===== src/rtl/pipe_pkg.sv =====
`default_nettype none
// ============================================================================
// Module      : pipe_pkg
// Description : Shared definitions for the pipeline-stage registers.
//               Holds the decode/execute payload field widths, the derived
//               bundle width and the skid-buffer state encoding.
// Revision    : 1.0  initial release
// ============================================================================
package pipe_pkg;

    // Decode/execute payload field widths
    localparam int ALUOP_W  = 8;
    localparam int ALUSEL_W = 3;
    localparam int REG_W    = 32;
    localparam int RADDR_W  = 5;

    // aluop + alusel + reg1 + reg2 + imm + waddr + we
    localparam int ID_EX_W  = ALUOP_W + ALUSEL_W + 3 * REG_W + RADDR_W + 1;

    // Skid-buffer occupancy: no entry / main only / main + skid
    typedef enum logic [1:0] {
        EMPTY = 2'd0,
        MAIN  = 2'd1,
        FULL  = 2'd2
    } skid_state_t;

endpackage
`default_nettype wire


===== src/rtl/sat_counter.sv =====
`default_nettype none
// ============================================================================
// Module      : sat_counter
// Description : Up-counter that increments by one when i_inc is high and
//               sticks at its all-ones value instead of wrapping.
// Ports       : clk      clock
//               rst      synchronous reset, active-low (clears the count)
//               i_inc    increment request for this cycle
//               o_count  current count
// Revision    : 1.0  initial release
// ============================================================================
module sat_counter #(
    parameter int CNT_W = 16
) (
    input  logic             clk,
    input  logic             rst,
    input  logic             i_inc,
    output logic [CNT_W-1:0] o_count
);

    localparam logic [CNT_W-1:0] c_MAX = '1;

    logic [CNT_W-1:0] r_count;

    always_ff @(posedge clk) begin
        if (!rst) begin
            r_count <= '0;
        end else if (i_inc && (r_count != c_MAX)) begin
            r_count <= r_count + CNT_W'(1);
        end
    end

    assign o_count = r_count;

endmodule
`default_nettype wire


===== src/rtl/pipe_stage_skid.sv =====
`default_nettype none
// ============================================================================
// Module      : pipe_stage_skid
// Description : Parametrised pipeline-stage register carrying an opaque
//               payload with valid/ready handshake, synchronous flush and a
//               saturating stall-cycle counter. SKID=0 is a single register
//               with combinational in_ready; SKID=1 is a two-entry skid
//               buffer whose in_ready is a flop.
// Ports       : clk        clock
//               rst        synchronous reset, active-low
//               in_valid   upstream payload valid
//               in_ready   stage can accept this cycle
//               in_data    upstream payload
//               flush      kill all held entries
//               out_valid  downstream payload valid
//               out_ready  downstream accepts
//               out_data   held payload (all-zero when invalid = NOP)
//               stall_cnt  cycles with out_valid=1 and out_ready=0
// Revision    : 1.0  initial release
// ============================================================================
module pipe_stage_skid
    import pipe_pkg::*;
#(
    parameter int DATA_W = ID_EX_W,
    parameter int SKID   = 0,
    parameter int CNT_W  = 16
) (
    input  logic              clk,
    input  logic              rst,
    input  logic              in_valid,
    output logic              in_ready,
    input  logic [DATA_W-1:0] in_data,
    input  logic              flush,
    output logic              out_valid,
    input  logic              out_ready,
    output logic [DATA_W-1:0] out_data,
    output logic [CNT_W-1:0]  stall_cnt
);

    logic w_in_xfer;
    logic w_out_xfer;
    logic w_stall;

    assign w_in_xfer  = in_valid & in_ready;
    assign w_out_xfer = out_valid & out_ready;
    assign w_stall    = out_valid & ~out_ready;

    if (SKID == 0) begin : g_reg
        logic              r_valid;
        logic [DATA_W-1:0] r_data;

        // A full register can still accept when the held word leaves
        // in the same cycle.
        assign in_ready = ~r_valid | out_ready;

        always_ff @(posedge clk) begin
            if (!rst) begin
                r_valid <= 1'b0;
                r_data  <= '0;
            end else if (flush) begin
                r_valid <= 1'b0;
                r_data  <= '0;
            end else if (w_in_xfer) begin
                r_valid <= 1'b1;
                r_data  <= in_data;
            end else if (w_out_xfer) begin
                r_valid <= 1'b0;
                r_data  <= '0;
            end
        end

        assign out_valid = r_valid;
        assign out_data  = r_data;
    end else begin : g_skid
        skid_state_t       r_state;
        skid_state_t       w_state_nxt;
        logic [DATA_W-1:0] r_main;
        logic [DATA_W-1:0] r_skid;
        logic [DATA_W-1:0] w_main_nxt;
        logic [DATA_W-1:0] w_skid_nxt;
        logic              r_in_ready;

        always_comb begin
            w_state_nxt = r_state;
            w_main_nxt  = r_main;
            w_skid_nxt  = r_skid;
            if (flush) begin
                w_state_nxt = EMPTY;
                w_main_nxt  = '0;
                w_skid_nxt  = '0;
            end else begin
                case (r_state)
                    EMPTY: begin
                        if (w_in_xfer) begin
                            w_state_nxt = MAIN;
                            w_main_nxt  = in_data;
                        end
                    end
                    MAIN: begin
                        if (w_in_xfer && w_out_xfer) begin
                            w_main_nxt  = in_data;
                        end else if (w_out_xfer) begin
                            // Leaving the main entry zeroed keeps the bubble a NOP
                            w_state_nxt = EMPTY;
                            w_main_nxt  = '0;
                        end else if (w_in_xfer) begin
                            w_state_nxt = FULL;
                            w_skid_nxt  = in_data;
                        end
                    end
                    FULL: begin
                        // in_ready is low here, so only the output side moves
                        if (w_out_xfer) begin
                            w_state_nxt = MAIN;
                            w_main_nxt  = r_skid;
                            w_skid_nxt  = '0;
                        end
                    end
                    default: begin
                        w_state_nxt = EMPTY;
                        w_main_nxt  = '0;
                        w_skid_nxt  = '0;
                    end
                endcase
            end
        end

        always_ff @(posedge clk) begin
            if (!rst) begin
                r_state    <= EMPTY;
                r_main     <= '0;
                r_skid     <= '0;
                r_in_ready <= 1'b1;
            end else begin
                r_state    <= w_state_nxt;
                r_main     <= w_main_nxt;
                r_skid     <= w_skid_nxt;
                // Registered from next state: no out_ready -> in_ready path
                r_in_ready <= (w_state_nxt != FULL);
            end
        end

        assign in_ready  = r_in_ready;
        assign out_valid = (r_state != EMPTY);
        assign out_data  = r_main;
    end

    sat_counter #(
        .CNT_W (CNT_W)
    ) u_stall_cnt (
        .clk     (clk),
        .rst     (rst),
        .i_inc   (w_stall),
        .o_count (stall_cnt)
    );

endmodule
`default_nettype wire

===== config.mk =====
export PLATFORM = sky130hd
export DESIGN_NAME = pipe_stage_skid
export DESIGN_NICKNAME = d
export VERILOG_FILES = /design/src/rtl/pipe_pkg.sv /design/src/rtl/sat_counter.sv /design/src/rtl/pipe_stage_skid.sv
export SDC_FILE = /design/constraint.sdc
export NUM_CORES = 1
export LEC_CHECK = 0
export CAP_MARGIN = 0
export CORE_MARGIN = 4
export CORE_UTILIZATION = 35
export DETAILED_ROUTE_END_ITERATION = 8
export PLACE_DENSITY = 0.84
export SLEW_MARGIN = 10
export SYNTH_ARGS = -nofsm -noshare
export SYNTH_HDL_FRONTEND = slang
export SYNTH_SLANG_ARGS = --single-unit

===== constraint.sdc =====
create_clock -name clk -period 1.97 [get_ports clk]
set_clock_uncertainty 0.2 [all_clocks]
set_input_delay 0.197 -clock clk [delete_from_list [all_inputs] [get_ports clk]]
set_output_delay 0.197 -clock clk [all_outputs]
set_load 0.005 [all_outputs]

==> results.sh, run 1 <==
export IMPL_ant_nets=0
export IMPL_syn_to_final_growth_pct=76.0
export IMPL_grt_use_total_pct=19.7
export IMPL_yosys_warnings=0
export IMPL_drive_gt1_share_pct=9.83
export IMPL_cp_top_family="simple AND/OR/NAND/NOR gates"
export IMPL_crit_chain="ha_4 > nand3_2 > or2_4 > or4_1 > o211a_1"
export IMPL_die_w_um=122
export IMPL_synthesis_area_sq_um=4590
export IMPL_synth_seq_area_share_pct=56.7
export IMPL_synthAdderAreaFrac_pct=0.273
export IMPL_port_buffers=248
export IMPL_clock_path_buffers=2
export IMPL_holdWs_ns=0.230
export IMPL_vdd_ir_drop_max_v=0.000514
export IMPL_min_period_ns=1.91
export IMPL_routed_wl_um=15300
export IMPL_viasPerCell=5.09
export IMPL_synth_mux_area_share_pct=1.31
export IMPL_avgSynthCellArea_sq_um=9.52
export IMPL_initial_utilization_pct=36.1
export IMPL_synth_compound_area_share_pct=21.8
export IMPL_rows=41
export IMPL_worstPathRequired_ns=2.06
export IMPL_synth_xor_area_share_pct=0.191
export IMPL_clk_pin_slew_ns=0.05
export IMPL_report_final_slew_viol_count=0
export IMPL_worst_setup_path_end_kind="register"
export IMPL_power_density_nw_per_um2=802
export IMPL_place_ws_ns=-0.222
export IMPL_slew_headroom_pct=74.0
export IMPL_clk_latency_ns=0.40
export IMPL_synthesis_nets=601
export IMPL_finalSetupViolations=0
export IMPL_wl_per_cell_um=16.5
export IMPL_leakage_nw=2.93
export IMPL_netlist_area_leader_share_pct=56.7
export IMPL_fillCellCount=1023
export IMPL_synth_most_common_cell="dfxtp_1"
export IMPL_grt_max_degree=63
export IMPL_drv_cap=0
export IMPL_fin_ws_ns=0.0584
export IMPL_numClockSinks=130
export IMPL_ys_top_cells_by_count="dfxtp_1, nor2_1, a22oi_1"
export IMPL_drt_pre_antenna_iters=5
export IMPL_antenna_found_initial=0
export IMPL_drt_iter0_markers=355
export IMPL_diodes=0
export IMPL_die_y_um=122
export IMPL_synth_top_family_by_area="compound AO/OA/AOI/OAI gates"
export IMPL_grt_remaining_overflow=0
export IMPL_grt_pass1_wl_um=23300
export IMPL_grt_pass1_vias=4777
export IMPL_outcome="complete, no violations"
export IMPL_cp_max_fo=5
export IMPL_netlist_instances=482
export IMPL_dieArea_sq_um=15000
export IMPL_worst_pin_slew_ns=0.386
export IMPL_clock_root_buffer="clkbuf_16"
export IMPL_async_flop_share_pct=0
export IMPL_via_count=4709
export IMPL_hpwl_um=11000
export IMPL_io_pins=249
export IMPL_htree_levels=4
export IMPL_ys_types=33
export IMPL_numCtsBuffers=17
export IMPL_synthTopCellsByArea="dfxtp_1, a22oi_1, nor2_1"
export IMPL_cp_start_kind="register"
export IMPL_synth_edf_count=0
export IMPL_gp_congestion=0.868
export IMPL_crit_arrival_ns=2.00
export IMPL_hp_class="in2reg"
export IMPL_post_route_drc_count=0
export IMPL_ys_ff_latch=130
export IMPL_synth_simple_gate_area_share_pct=15.6
export IMPL_critPathMaxStageDelay_ns=0.51
export IMPL_core_area_sq_um=12700
export IMPL_yosys_area_top_type="dfxtp_1"
export IMPL_period_share_pct=97.0
export IMPL_path_class="reg2reg"
export IMPL_synth_ff_type="dfxtp_1"
export IMPL_nNetsFinal=860
export IMPL_max_freq_mhz=523
export IMPL_critical_path_buf_inv_count=0
export IMPL_ff2ff_setup_slack_ns=0.06
export IMPL_hold_violations=0
export IMPL_cts_tree="yes"
export IMPL_cp_slowest_cell="or4_1"
==> cell type report <==
cell class                      instances  area (sq um)  share of cell area, %
Multi-Input combinational cell        307          1870                   23.1
Clock inverter                          6          80.1                  0.992
Sequential cell                       130          2610                   32.3
Timing Repair Buffer                  280          2810                   34.8
Tap cell                              172           215                   2.67
Inverter                                5          18.8                  0.232
Clock buffer                           25           475                   5.89
==> metal layers <==
metal / track usage (%) / wire length (um)
met3: 6.73 / 1200
met1: 19.8 / 5490
met2: 36.1 / 8120
met5: 0 / 0
met4: 9.73 / 442
==> power breakdown <==
group | total (W) | switching [W] | internal (W)
registers | 0.00275 | 0.0000414 | 0.00271
clock network | 0.00296 | 0.00105 | 0.00191
logic | 0.000767 | 0.000293 | 0.000475
total | 0.00648 | 0.00138 | 0.00510
==> cells in the final DEF (no fill, tap or decap), types with 2 or more instances in the layout <==
cell	n
dfxtp_1	126
nand4_1	5
mux2i_1	5
nand3_1	4
clkbuf_16	17
nand2_1	9
clkbuf_1	6
or2_2	2
clkinv_2	4
buf_12	7
a21oi_1	8
clkbuf_8	2
nor2_1	119
clkdlybuf4s50_1	247
dfxtp_2	4
inv_1	5
buf_4	25
o31ai_1	5
nand2b_1	2
a22oi_1	113
nor3_1	3
or3_1	4
bufinv_16	2
o21ai_0	4
or4_1	5
==> worst paths after layout <==
path | end | cells past startpoint | from
setup / recovery | u_stall_cnt.o_count[12] | 5 | u_stall_cnt.o_count[1]
hold / removal | out_data[11] | 3 | in_data[11]
setup reg to reg | u_stall_cnt.o_count[12] | 5 | u_stall_cnt.o_count[1]
hold reg to reg | u_stall_cnt.o_count[13] | 2 | u_stall_cnt.o_count[13]
==> logic make-up after synthesis <==
family / Yosys count
multiplexers: 6
flip-flops: 130
AND/OR/NAND/NOR: 164
XOR/XNOR: 1
AO/OA/AOI/OAI: 134
buffers and inverters: 46
adder cells (fa/ha/maj): 1
==> through the flow <==
step | util (%) | total power (W) | cell area [sq um] | instances | TNS, ns
3_3_place_gp | 58.5 | 0.00355 | 7450 | 890 | -2.04
2_1_floorplan | - | 0.00308 | 4590 | 482 | 0
4_1_cts | 62.9 | 0.00655 | 8000 | 921 | 0
6_report | 63.5 | 0.00648 | 8070 | 925 | 0
5_1_grt | 63.5 | 0.00672 | 8070 | 925 | -0.0164
3_5_place_dp | 58.5 | 0.00357 | 7450 | 890 | -3.64
==> worst register-to-register path, stage by stage (launching register included) <==
cell	delay, ns
dfxtp_1	0.37
ha_4	0.17
nand3_2	0.11
or2_4	0.29
or4_1	0.52
o211a_1	0.14
==> repair_timing <==
item                       4_1_cts  5_1_grt
pin swaps                        0        3
hold buffers                     0        0
cloned                           0        1
setup buffers                    0        3
setup endpoints to repair        5       10
gates resized for setup          3        9
==> flip-flops by register name, summed over array words and instances (netlist names) <==
register	count
u_stall_cnt.o_count	16
out_data	113
out_valid	1
Note: power is estimated with default switching activity, not from simulation.
==> run 2: changes to the inputs <==
GPL_TIMING_DRIVEN = 0   (was unset)
==> run 2 against run 1 <==
Net effect: non-clock buffer count is 18 higher; worst setup slack improved by 0.0043 ns; worst hold slack got worse by 0.010 ns; maximum frequency increased by 0.22%; combinational power up 0.8%; largest power group is now registers.
==> results.sh, run 2 (synthesized netlist as in run 1, its figures left out) <==
export IMPL_hp_class="in2reg"
export IMPL_dieArea_sq_um=15000
export IMPL_largest_reg_flops=113
export IMPL_holdWs_ns=0.220
export IMPL_hpwl_um=11100
export IMPL_p_sw_share_pct=22.4
export IMPL_min_delay_path_depth=3
export IMPL_area_sequential_sq_um=2620
export IMPL_io_pins=249
export IMPL_final_cell_mix="clkdlybuf4s50_1, dfxtp_1, nor2_1"
export IMPL_fillCellCount=1049
export IMPL_layout_commonest_cell="clkdlybuf4s50_1"
export IMPL_grt_pass1_wl_um=23200
export IMPL_grt_remaining_overflow=0
export IMPL_post_route_drc_count=0
export IMPL_drt_pre_antenna_iters=4
export IMPL_viasPerCell=5.05
export IMPL_multi_input_area_sq_um=1890
export IMPL_r2r_end="u_stall_cnt.o_count[12]"
export IMPL_core_area_sq_um=12700
export IMPL_report_final_slew_viol_count=0
export IMPL_period_share_pct=96.8
export IMPL_numCtsBuffers=17
export IMPL_nNetsFinal=877
export IMPL_port_buffers=248
export IMPL_clock_root_buffer="clkbuf_16"
export IMPL_numClockSinks=130
export IMPL_fin_ws_ns=0.0626
export IMPL_reg2reg_from="u_stall_cnt.o_count[0]"
export IMPL_leakage_nw=2.90
export IMPL_clk_pin_slew_ns=0.05
export IMPL_routed_wl_um=15200
export IMPL_fin_area_sq_um=8010
export IMPL_power_density_nw_per_um2=779
export IMPL_outcome="complete, no violations"
export IMPL_cts_tree="yes"
export IMPL_die_w_um=122
export IMPL_final_util_pct=63.0
export IMPL_p_switching_w=0.00140
export IMPL_place_area_sq_um=7290
export IMPL_gp_congestion=0.795
export IMPL_path_class="reg2reg"
export IMPL_syn_to_final_growth_pct=74.6
export IMPL_worstPathRequired_ns=2.06
export IMPL_finalSetupViolations=0
export IMPL_min_from="in_data[9]"
export IMPL_reg2reg_depth=6
export IMPL_max_freq_mhz=524
export IMPL_grt_use_total_pct=19.4
export IMPL_grt_pass1_vias=4706
export IMPL_power_internal_w=0.00484
export IMPL_ff2ff_setup_slack_ns=0.06
export IMPL_drive_gt1_share_pct=11.6
export IMPL_min_to="out_data[9]"
export IMPL_clock_path_buffers=2
export IMPL_via_count=4745
export IMPL_vdd_ir_drop_max_v=0.000507
export IMPL_ant_nets=0
export IMPL_hold_violations=0
export IMPL_place_ws_ns=-0.575
export IMPL_worst_setup_path_end_kind="register"
export IMPL_worst_pin_slew_ns=0.540
export IMPL_initial_utilization_pct=36.1
export IMPL_min_period_ns=1.91
export IMPL_diodes=0
export IMPL_crit_arrival_ns=2.00
export IMPL_cp_max_fo=7
export IMPL_fin_tns_setup_ns=0
export IMPL_htree_levels=4
export IMPL_clk_latency_ns=0.40
export IMPL_rows=41
export IMPL_slew_headroom_pct=64.0
export IMPL_pwr_share_clk_pct=43.5
export IMPL_drv_cap=0
export IMPL_grt_max_degree=17
export IMPL_seqPwrFrac_pct=44.1
export IMPL_combPwrFrac_pct=12.4
export IMPL_die_y_um=122
export IMPL_wl_per_cell_um=16.2
export IMPL_cp_start_kind="register"
export IMPL_drt_iter0_markers=329
export IMPL_antenna_found_initial=0
run 2: stage by stage:
step / cells / total power [W]
finish: 939 / 0.00624
global route: 939 / 0.00646
CTS: 931 / 0.00626
detailed placement: 902 / 0.00354
global placement: 902 / 0.00354
floorplan: 482 / 0.00308
run 2: worst max-delay path, cell delays in order, from the launching register on:
cell     delay [ns]
dfxtp_4        0.36
ha_4           0.14
nand3_2        0.09
or2_0          0.21
buf_4          0.16
or4_1          0.51
o211a_1        0.14
run 2: worst max path at each step:
stage	startpoint	to	slack (ns)	depth (start not counted)
after global routing	u_stall_cnt.o_count[0]	u_stall_cnt.o_count[1]	-0.02	6
after CTS	u_stall_cnt.o_count[1]	u_stall_cnt.o_count[1]	-0.04	5
after detailed placement	out_ready	out_data[81]	-0.57	6
after global placement	out_ready	out_data[90]	-0.61	6
final	u_stall_cnt.o_count[0]	u_stall_cnt.o_count[12]	0.06	6
after floorplan	u_stall_cnt.o_count[1]	u_stall_cnt.o_count[12]	0.01	6
run 2: metal layers:
layer  track usage, %  routed length (um)  up-vias  part of all wire, %
met5                0                   0        -                    0
met4             7.77                 301        0                  2.0
met3             6.87                1180       23                  7.8
met2             32.7                7650      170                   50
met1             22.6                6040     2266                   40
li1                 -                   -     2286                    -
run 2: area by class of cell:
class | count | share of cell area, %
inverters | 5 | 0.234
flip-flops and latches | 130 | 32.7
well taps | 172 | 2.69
repair buffers | 257 | 31.8
plain buffers | 41 | 2.69
clock buffers | 22 | 5.92
multi-input cells | 306 | 23.5
clock inverters | 6 | 0.437
run 2: power groups by stage:
stage	combinational (W)	clock (W)	sequential, W
after floorplan	0.000269	0	0.00281
after global placement	0.000736	0	0.00280
after detailed placement	0.000744	0	0.00280
after CTS	0.000756	0.00276	0.00275
after global routing	0.000834	0.00288	0.00275
final	0.000773	0.00272	0.00275
run 2: repair_timing:
action | 4_1_cts | 5_1_grt
hold buffers | 0 | 0
setup endpoints to repair | 85 | 113
resized for setup | 23 | 44
hold endpoints to repair | 0 | 0
pin swaps | 2 | 3
buffers inserted | 1 | 8
==> run 3: changes to the inputs <==
RECOVER_POWER = 50   (was unset)
SKIP_LAST_GASP = 1   (was unset)
==> run 3 against run 2 <==
Net effect: core utilization up 0.23 points; non-clock buffer count did not move; first-iteration DRC count shrank 16%; highest routed layer unchanged.
==> results.sh, run 3 (synthesized netlist as in run 1, its figures left out) <==
export IMPL_io_pins=249
export IMPL_critPathMaxStageDelay_ns=0.51
export IMPL_drt_pre_antenna_iters=5
export IMPL_r2r_end="u_stall_cnt.o_count[12]"
export IMPL_grt_remaining_overflow=0
export IMPL_viasPerCell=5.03
export IMPL_critical_path_buf_inv_count=1
export IMPL_cp_max_fo=7
export IMPL_clk_pin_slew_ns=0.05
export IMPL_numCtsBuffers=17
export IMPL_holdWs_ns=0.222
export IMPL_final_cell_mix="clkdlybuf4s50_1, dfxtp_1, nor2_1"
export IMPL_post_route_drc_count=0
export IMPL_met1_length_um=6120
export IMPL_wl_per_cell_um=16.2
export IMPL_core_area_sq_um=12700
export IMPL_min_delay_path_depth=3
export IMPL_final_cells=939
export IMPL_rows=41
export IMPL_min_from="in_data[9]"
export IMPL_htree_levels=4
export IMPL_min_to="out_data[9]"
export IMPL_grt_pass1_wl_um=23100
export IMPL_crit_chain="ha_4 > nand3_2 > or2_0 > buf_4 > or4_1 > o211a_1"
export IMPL_antenna_found_initial=0
export IMPL_drive_gt1_share_pct=12.1
export IMPL_place_inst=902
export IMPL_postCtsHoldBufs=0
export IMPL_grt_setup_unrepaired="yes"
export IMPL_outcome="complete, no violations"
export IMPL_nNetsFinal=877
export IMPL_ff2ff_setup_slack_ns=0.06
export IMPL_ant_nets=0
export IMPL_drv_cap=0
export IMPL_port_buffers=248
export IMPL_worst_pin_slew_ns=0.540
export IMPL_hp_class="in2reg"
export IMPL_worst_setup_path_end_kind="register"
export IMPL_cts_tree="yes"
export IMPL_report_final_slew_viol_count=0
export IMPL_final_util_pct=63.2
export IMPL_grt_pass1_vias=4697
export IMPL_routed_wl_um=15300
export IMPL_leakage_nw=3.21
export IMPL_slew_headroom_pct=64.0
export IMPL_finalPower_w=0.00621
export IMPL_grt_use_total_pct=19.4
export IMPL_grt_max_degree=17
export IMPL_hold_violations=0
export IMPL_die_y_um=122
export IMPL_die_w_um=122
export IMPL_crit_arrival_ns=2.00
export IMPL_cp_start_kind="register"
export IMPL_diodes=0
export IMPL_largest_reg_flops=113
export IMPL_max_freq_mhz=524
export IMPL_via_count=4719
export IMPL_cp_top_family="simple AND/OR/NAND/NOR gates"
export IMPL_syn_to_final_growth_pct=75.3
export IMPL_cp_slowest_cell="or4_1"
export IMPL_worstPathRequired_ns=2.06
export IMPL_clk_latency_ns=0.40
export IMPL_numClockSinks=130
export IMPL_layout_commonest_cell="clkdlybuf4s50_1"
export IMPL_drt_iter0_markers=278
export IMPL_dieArea_sq_um=15000
export IMPL_period_share_pct=96.9
export IMPL_hpwl_um=11100
export IMPL_finalSetupViolations=0
export IMPL_clock_root_buffer="clkbuf_16"
export IMPL_min_period_ns=1.91
export IMPL_path_class="reg2reg"
export IMPL_wl_met2_um=7760
export IMPL_gp_congestion=0.795
export IMPL_highest_layer="met4"
export IMPL_vdd_ir_drop_max_v=0.000505
export IMPL_power_density_nw_per_um2=773
export IMPL_fin_tns_setup_ns=0
export IMPL_reg2reg_depth=6
export IMPL_route_met3_wl_um=1100
export IMPL_clock_path_buffers=2
export IMPL_initial_utilization_pct=36.1
export IMPL_reg2reg_from="u_stall_cnt.o_count[0]"
==> run 3: changes by cell type in the layout (fill, tap and decap cells not counted), sizes merged <==
cell and delta:
dlygate4sd3 +101, clkdlybuf4s50 -101, clkbuf -5, buf +5
==> run 3: stage by stage <==
step	cell area (sq um)	setup WS, ns
detailed placement	7290	-0.575
floorplan	4590	0.0129
finish	8040	0.0614
CTS	7850	-0.0401
global placement	7290	-0.605
global route	8040	-0.0422
==> run 3: power by group <==
part	internal [W]	total, W	switching, W
sequential	0.00271	0.00275	0.0000398
combinational	0.000449	0.000760	0.000311
clock	0.00167	0.00271	0.00104
total	0.00482	0.00621	0.00139
==> run 3: worst max-delay path by stage <==
stage,from,endpoint,slack (ns),cells after the start
floorplan,u_stall_cnt.o_count[1],u_stall_cnt.o_count[12],0.01,6
global placement,out_ready,out_data[90],-0.61,6
detailed placement,out_ready,out_data[81],-0.57,6
CTS,u_stall_cnt.o_count[1],u_stall_cnt.o_count[1],-0.04,5
global route,out_ready,out_data[108],-0.04,8
finish,u_stall_cnt.o_count[0],u_stall_cnt.o_count[12],0.06,6
==> run 3: final cells by class <==
type / count / area, sq um
repair buffers: 257 / 2550
well taps: 172 / 215
clock inverters: 6 / 35.0
inverters: 5 / 18.8
flip-flops and latches: 130 / 2620
multi-input cells: 306 / 1920
plain buffers: 41 / 208
clock buffers: 22 / 474
fillers: 1049 / 4680
==> run 3: per-layer routing <==
metal	track usage (%)	up-vias
met2	32.6	156
met4	7.77	0
li1	-	2283
met3	6.87	20
met5	0	-
met1	22.6	2260
==> run 3: what timing repair did <==
action,CTS,global route
pin swaps,2,3
endpoints found under the setup margin,85,113
setup buffers,1,8
resized for setup,22,50
==> run 3: tightest hold or removal path: stages <==
cell	delay, ns
clkdlybuf4s50_1	0.45
a22oi_1	0.07
nor2_1	0.07
